**config.mk**
```make
export PLATFORM = sky130hd
export DESIGN_NAME = serial_addsub
export DESIGN_NICKNAME = d
export VERILOG_FILES = /design/src/rtl/serial_addsub_pkg.sv /design/src/rtl/serial_fa_cell.sv /design/src/rtl/serial_addsub.sv
export SDC_FILE = /design/constraint.sdc
export NUM_CORES = 1
export LEC_CHECK = 0
export BUFFER_PORTS_ARGS = -buffer_cell sky130_fd_sc_hd__buf_2
export CELL_PAD_IN_SITES_DETAIL_PLACEMENT = 1
export CELL_PAD_IN_SITES_GLOBAL_PLACEMENT = 2
export CORE_ASPECT_RATIO = 0.9
export CORE_MARGIN = 2
export CORE_UTILIZATION = 25
export DETAILED_ROUTE_END_ITERATION = 7
export PLACE_DENSITY = 0.69
export SYNTH_ARGS = -nofsm -noshare
export SYNTH_HDL_FRONTEND = slang
export SYNTH_SLANG_ARGS = --single-unit
```
**constraint.sdc**
```tcl
create_clock -name clk -period 1.39 [get_ports clk]
set_input_delay 0.278 -clock clk [delete_from_list [all_inputs] [get_ports clk]]
set_output_delay 0.278 -clock clk [all_outputs]
set_load 0.05 [all_outputs]
```
**src/rtl/serial_addsub_pkg.sv**
```systemverilog
// Shared definitions for the bit-serial adder/subtractor: FSM state
// encodings and the legal operand-width range.
package serial_addsub_pkg;

   localparam logic [1:0] IDLE_ENC = 2'b00;
   localparam logic [1:0] RUN_ENC  = 2'b01;
   localparam logic [1:0] DONE_ENC = 2'b10;

   typedef enum logic [1:0] {
      IDLE = IDLE_ENC,
      RUN  = RUN_ENC,
      DONE = DONE_ENC
   } state_t;

   localparam int WIDTH_MIN = 2;
   localparam int WIDTH_MAX = 32;

   function automatic bit widthInRange(input int w);
      return (w >= WIDTH_MIN) && (w <= WIDTH_MAX);
   endfunction

endpackage

```
**src/rtl/serial_fa_cell.sv**
```systemverilog
// Single full-adder cell with its own carry flop. The carry can be preset
// (carry-in of 1 turns A + ~B into A - B) and only advances when enabled.
module serial_fa_cell (
   input  logic clk,
   input  logic rst,
   input  logic i_load,
   input  logic i_preset,
   input  logic i_en,
   input  logic i_a,
   input  logic i_b,
   output logic o_s,
   output logic o_cNext,
   output logic o_carry
);

   logic r_carry;

   assign o_s     = i_a ^ i_b ^ r_carry;
   assign o_cNext = (i_a & i_b) | (i_a & r_carry) | (i_b & r_carry);
   assign o_carry = r_carry;

   // Carry flop: preset on load, otherwise take the majority carry each enabled bit.
   always_ff @(posedge clk) begin
      if (rst) begin
         r_carry <= 1'b0;
      end else if (i_load) begin
         r_carry <= i_preset;
      end else if (i_en) begin
         r_carry <= o_cNext;
      end
   end

endmodule

```
**src/rtl/serial_addsub.sv**
```systemverilog
// Bit-serial adder/subtractor. Operands are captured on start, shifted
// LSB-first through one full-adder cell, and the result with carry-out and
// signed overflow is presented in parallel alongside a one-cycle done pulse.
module serial_addsub #(
   parameter int WIDTH = 8
) (
   input  logic             clk,
   input  logic             rst,
   input  logic             start,
   input  logic [WIDTH-1:0] a,
   input  logic [WIDTH-1:0] b,
   input  logic             sub,
   output logic             busy,
   output logic             done,
   output logic [WIDTH-1:0] sum,
   output logic             cout,
   output logic             ovf
);

   import serial_addsub_pkg::*;

   localparam int CNT_W = $clog2(WIDTH);
   localparam logic [CNT_W-1:0] CNT_LAST = CNT_W'(WIDTH - 1);

   if (!widthInRange(WIDTH)) begin : gBadWidth
      $error("serial_addsub: WIDTH must lie within 2..32");
   end

   state_t           r_state;
   logic [WIDTH-1:0] r_shA;
   logic [WIDTH-1:0] r_shB;
   logic [WIDTH-1:0] r_sumReg;
   logic [CNT_W-1:0] r_cnt;
   logic             r_busy;
   logic             r_done;
   logic [WIDTH-1:0] r_sum;
   logic             r_cout;
   logic             r_ovf;

   logic w_accept;
   logic w_run;
   logic w_s;
   logic w_cNext;
   logic w_carry;

   assign w_accept = (r_state == IDLE) && start;
   assign w_run    = (r_state == RUN);

   serial_fa_cell uFaCell (
      .clk      (clk),
      .rst      (rst),
      .i_load   (w_accept),
      .i_preset (sub),
      .i_en     (w_run),
      .i_a      (r_shA[0]),
      .i_b      (r_shB[0]),
      .o_s      (w_s),
      .o_cNext  (w_cNext),
      .o_carry  (w_carry)
   );

   assign busy = r_busy;
   assign done = r_done;
   assign sum  = r_sum;
   assign cout = r_cout;
   assign ovf  = r_ovf;

   // Control FSM, operand shifters, bit counter and registered result/flags.
   always_ff @(posedge clk) begin
      if (rst) begin
         r_state  <= IDLE;
         r_shA    <= '0;
         r_shB    <= '0;
         r_sumReg <= '0;
         r_cnt    <= '0;
         r_busy   <= 1'b0;
         r_done   <= 1'b0;
         r_sum    <= '0;
         r_cout   <= 1'b0;
         r_ovf    <= 1'b0;
      end else begin
         case (r_state)
            IDLE: begin
               r_done <= 1'b0;
               if (start) begin
                  r_shA    <= a;
                  r_shB    <= sub ? ~b : b;
                  r_sumReg <= '0;
                  r_cnt    <= '0;
                  r_busy   <= 1'b1;
                  r_state  <= RUN;
               end
            end
            RUN: begin
               r_sumReg <= {w_s, r_sumReg[WIDTH-1:1]};
               r_shA    <= {1'b0, r_shA[WIDTH-1:1]};
               r_shB    <= {1'b0, r_shB[WIDTH-1:1]};
               if (r_cnt == '0) begin
                  r_sum  <= '0;
                  r_cout <= 1'b0;
                  r_ovf  <= 1'b0;
               end
               if (r_cnt == CNT_LAST) begin
                  r_sum   <= {w_s, r_sumReg[WIDTH-1:1]};
                  r_cout  <= w_cNext;
                  r_ovf   <= w_carry ^ w_cNext;
                  r_busy  <= 1'b0;
                  r_done  <= 1'b1;
                  r_state <= DONE;
               end else begin
                  r_cnt <= r_cnt + 1'b1;
               end
            end
            DONE: begin
               r_done  <= 1'b0;
               r_state <= IDLE;
            end
            default: begin
               r_busy  <= 1'b0;
               r_done  <= 1'b0;
               r_state <= IDLE;
            end
         endcase
      end
   end

endmodule

```
# --- After elaboration in Yosys (flattened, before gate mapping) ---
# Index checks and enable logic that the tools add are counted.
word_totals:
  regBits: 42
  input_bits: 20
  word_cells: 64
  output_inout_bits: 12
classes:
  addsub: 1
  reduce_logical: 12
  n_bitwise: 11
  mux: 23
  eq_ne: 6
op_table:
  columns: ["operator", "count"]
  rows:
  - ["8-bit two-way mux", 6]
  - ["8-bit one-hot mux with 2 select lines", 3]
  - ["8-bit NOT", 1]
  - ["1-bit two-way mux", 7]
  - ["3-bit two-way mux", 2]
  - ["2-bit != test (second input constant)", 3]
  - ["3-bit one-hot mux with 2 select lines", 1]
  - ["2-bit AND reduction", 3]
  - ["3-bit AND reduction", 2]
  - ["2-bit nonzero test", 3]
  - ["2-bit two-way mux", 2]
  - ["2-bit one-hot mux with 2 select lines", 1]
  - ["3-bit by 1-bit adder with 3-bit output (second input constant)", 1]
  - ["1-bit AND", 3]
  - ["3-bit == test (second input constant)", 1]
  - ["3-bit logical NOT", 1]
  - ["1-bit one-hot mux with 3 select lines", 1]
  - ["1-bit XOR", 3]
  - ["2-bit by 1-bit == test with 1-bit output (second input constant)", 1]
  - ["2-bit == test (second input constant)", 1]
  - ["2-bit logical NOT", 1]
  - ["1-bit NOT", 2]
  - ["1-bit OR", 2]
  - ["2-bit OR reduction", 1]
  - ["1-bit logical AND", 1]

# --- Depth between registers and ports, before layout ---
depth:
  ltp_word: 5
  mapped_depth: 6
  depth_no_buf: 5

# --- Cells and area by module ---
# Synthesis repeated with hierarchy kept, for this count alone.
hier_totals:
  cells_unflattened: 200
  hier_area_um2: 1825.5
by_module_without_submodules:
  columns: ["module", "seq_area_each_um2", "n_inst", "area_each_um2", "cells_each"]
  rows:
  - ["serial_addsub", 800.8, 1, 1752.9, 194]
  - ["serial_fa_cell", 20.0, 1, 72.6, 6]

# --- Least setup slack after synthesis ---
# OpenSTA, ideal clock, no wires.
synth_timing:
  kind: "register to register"
  from: "register r_cnt[0]"
  to: "register r_cnt[1]"
  required_ns: 1.258
  arrival_time_ns: 1.290
  path_buffers: 0
  stages_incl_launch_ff: 6
  setup_time_ns: 0.132
  period_less_slack_ns: 1.422
  path_slack_ns: -0.032
  path_cell_list: "dfxtp_1 ha_1 ha_1 or3b_1 nand3_1 a21oi_1"
synth_via:
  elab_chain_len: 3
  word_cells_on_any_way: 6
  cone_classes: "1 x add/sub; 2 x eq/ne; 2 x mux; 1 x reduce/logical"
synth_rtl:
  columns: ["item", "line", "rtl"]
  rows:
  - ["start: declaration", "serial_addsub.sv:33", "logic [CNT_W-1:0] r_cnt;"]
  - ["start signal: assignment", "serial_addsub.sv:111", "r_cnt <= r_cnt + 1'b1;"]
  - ["3-bit by 1-bit adder with 3-bit output / 3-bit == test (equally long branches)", "serial_addsub.sv:111, serial_addsub.sv:103", null]
  - ["3-bit two-way mux / 2-bit != test (equally long branches)", null, null]
  - ["3-bit one-hot mux with 2 select lines / 3-bit AND reduction (equally long branches)", null, null]
# Parallel ways exist; a longest one is shown, timed or not. The select of a mux whose other input is x is not followed.
# A chain may end at the register's enable or synchronous reset.

# --- Final worst setup path ---
layout_timing:
  from: "register r_cnt[0]"
  to: "register r_cnt[0]"
# The elaborated chain is that of the path after synthesis.

==> metrics.txt <==
largest net degree at the start of global routing 24; Worst Path Max Fanout 4; Die Y 85.6 um; Fin. Hold Viols 0; Total Nets Final about 260; routed via count between 1500 and 2000; Tmin final roughly 1.4 ns; Crit. End Element flop; Max stage delay on crit path 0.39 ns; antenna fix cells 0; delay-heaviest family, CP simple AND/OR/NAND/NOR gates; Max Cap Viol 0; top-count cell post-synth dfxtp_1; Worst Setup Start Kind flop; clk_skew approximately 0.0038 ns; syn nets about 230; starting density of the core 26.0%; wire per inst roughly 13 um; Buf+Inv Stages, Crit Path 0; PnR worst setup slack about 0.025 ns; Die W between 90 and 100 um; Core ar. slightly above 7000 um^2; syn avg cell area 9.15 um^2; CP Cell Sequence ha_2 -> ha_4 -> or3b_4 -> nand3_1 -> a21oi_2; yosys warns 0; largest cells by area after synthesis dfxtp_1 44%, a22oi_1 6.5%, a21oi_1 6.0%; slew margin rel. approximately three quarters; setup TNS 0 ns; CTS tree done; hpwl dp 3160 um; number of global-route vias before repair approximately 1600; DRT Pass-1 Iters 3; Max clock buf depth 2; Most used DFF post-synth dfxtp_1; Routed WL ~4400 um; global-route wire length before repair between 7000 and 8000 um; Routability Congestion between 0.6 and 0.7; clock sink total approximately 40; DP Worst Slack -0.00305 ns; critical-path cell with the highest stage delay or3b_4; reg2reg path depth 5; CTS H-Tree Depth 2; Design Area, Final 2370 um^2; Synth top area share between 40% and 50%; setup violators final 0; clock root buffer clkbuf_8; total track usage 11.8%; fin crit share between 90% and 100%; initial antenna violation count 0; Die ar. 8100 um^2; RSZ-0062 raised after global routing true; EDFF count, synth 0; layout cell share with drive strength beyond 1 between 30% and 40%; P_leak roughly 0.0009 uW; Power Density ~1200 nW/um^2; Worst-path clk slew approximately 0.08 ns; Crit path depth 5; Max IR drop VDD 0.000400 V; Critical Path RT roughly 1.6 ns; Worst-Skew Late Latency ~0.29 ns; Post-synth top cells 41 x dfxtp_1, 22 x a21oi_1, 19 x nor2_1; GR Overflow Total 0; via/cell ratio around 4.6; DP Area 2190 um^2; ANT nets after route 0; Iter 0 DRT Violations 34; Worst Path Arrival 1.54 ns; Syn Inst Count 202; hold path depth 3; register area share after synthesis about 44%; Slew Viols, Final 0; Hold Crit Class input port to flop; I/O pin cnt 32; area of the mapped netlist about 1800 um^2; worst slew pin tran 0.360 ns; CTS Buf Count 5; Post-synth ARST share 0%; # DRC 0; Finished Core Util 33.4%; Port Buffers 31; Fill cells 837; highest clock rate around 730 MHz; #FFs+latches synth 41; # rows 29; Synth cell types 29; area leader, netlist dfxtp_1; status complete, no violations; Layout Area Growth over Synthesis 28.5%; Worst Setup Path Type flop to flop
final cells by class:
cell class | count | area (um^2) | area share [%]
sequential | 41 | 825 | 34.7
tap | 93 | 116 | 4.90
clock inverter | 3 | 65.1 | 2.74
inverter | 2 | 7.51 | 0.316
timing repair buffer | 49 | 319 | 13.4
clock buffer | 5 | 68.8 | 2.90
multi-input combinational | 141 | 973 | 41.0
final timing paths:
check | slack, ns | from | to
max | 0.03 | r_cnt[0] | r_cnt[0]
min | 0.23 | a[7] | r_shA[7]
max reg2reg | 0.03 | r_cnt[0] | r_cnt[0]
min reg2reg | 0.48 | sum[0] | sum[0]
per-layer routing:
metal,wire [um],vias up,part of all wire (%),GRT usage [%]
met5,0,-,0,0
met1,2270,708,51,15.9
li1,-,798,-,-
met2,1940,26,44,18.2
met4,65,0,1.5,4.74
met3,155,4,3.5,2.72
worst min-delay path, stage by stage:
cell and delay (ns):
buf_2 0.08, a22oi_1 0.05, nor2_1 0.07
cell families after synthesis:
kind of cell               Yosys count  synth area share, %
adders and majority gates            4                 3.11
muxes                                1                0.542
DFF                                 41                 44.4
and+or+nand+nor                     67                 21.9
buffers and inverters               20                 5.08
AOI/OAI and AO/OA                   60                 20.7
xor gates and xnor gates             9                 4.27
power breakdown:
group	total, uW	internal [uW]	switching [uW]
logic	393	186	207
clock network	1130	714	417
registers	1260	1230	34.4
total	2790	2130	659
placed cells by master, fill, tap and decap left out, drive strengths merged, types with 5 or more instances in the layout:
cell type  count
buf           49
dfxtp         41
a21oi         22
nor2          19
a22oi         16
o21ai         10
nand4b         9
or3b           9
nand2b         9
nor3           9
xnor2          7
o22ai          7
nand2          5
clkbuf         5
registers in the layout (all words and copies together) (netlist names):
| signal | cells |
|---|---|
| r_sumReg | 7 |
| uFaCell.o_carry | 1 |
| done | 1 |
| r_state | 2 |
| r_shB | 8 |
| sum | 8 |
| ovf | 1 |
| r_cnt | 3 |
| busy | 1 |
| r_shA | 8 |
| cout | 1 |
through the flow:
step,cells,power (uW),hold WS (ns)
4_1_cts,333,2830,0.233
3_3_place_gp,325,1670,0.456
5_1_grt,334,2950,0.242
3_5_place_dp,325,1670,0.468
2_1_floorplan,202,1540,0.426
6_report,334,2790,0.230
what timing repair did:
item / CTS / global route
buffers inserted: 0 / 1
resized for setup: 3 / 9
hold buffers: 0 / 0
endpoints found under the setup margin: 4 / 17
pin swaps: 1 / 4
Note: power is estimated with default switching activity, not from simulation.
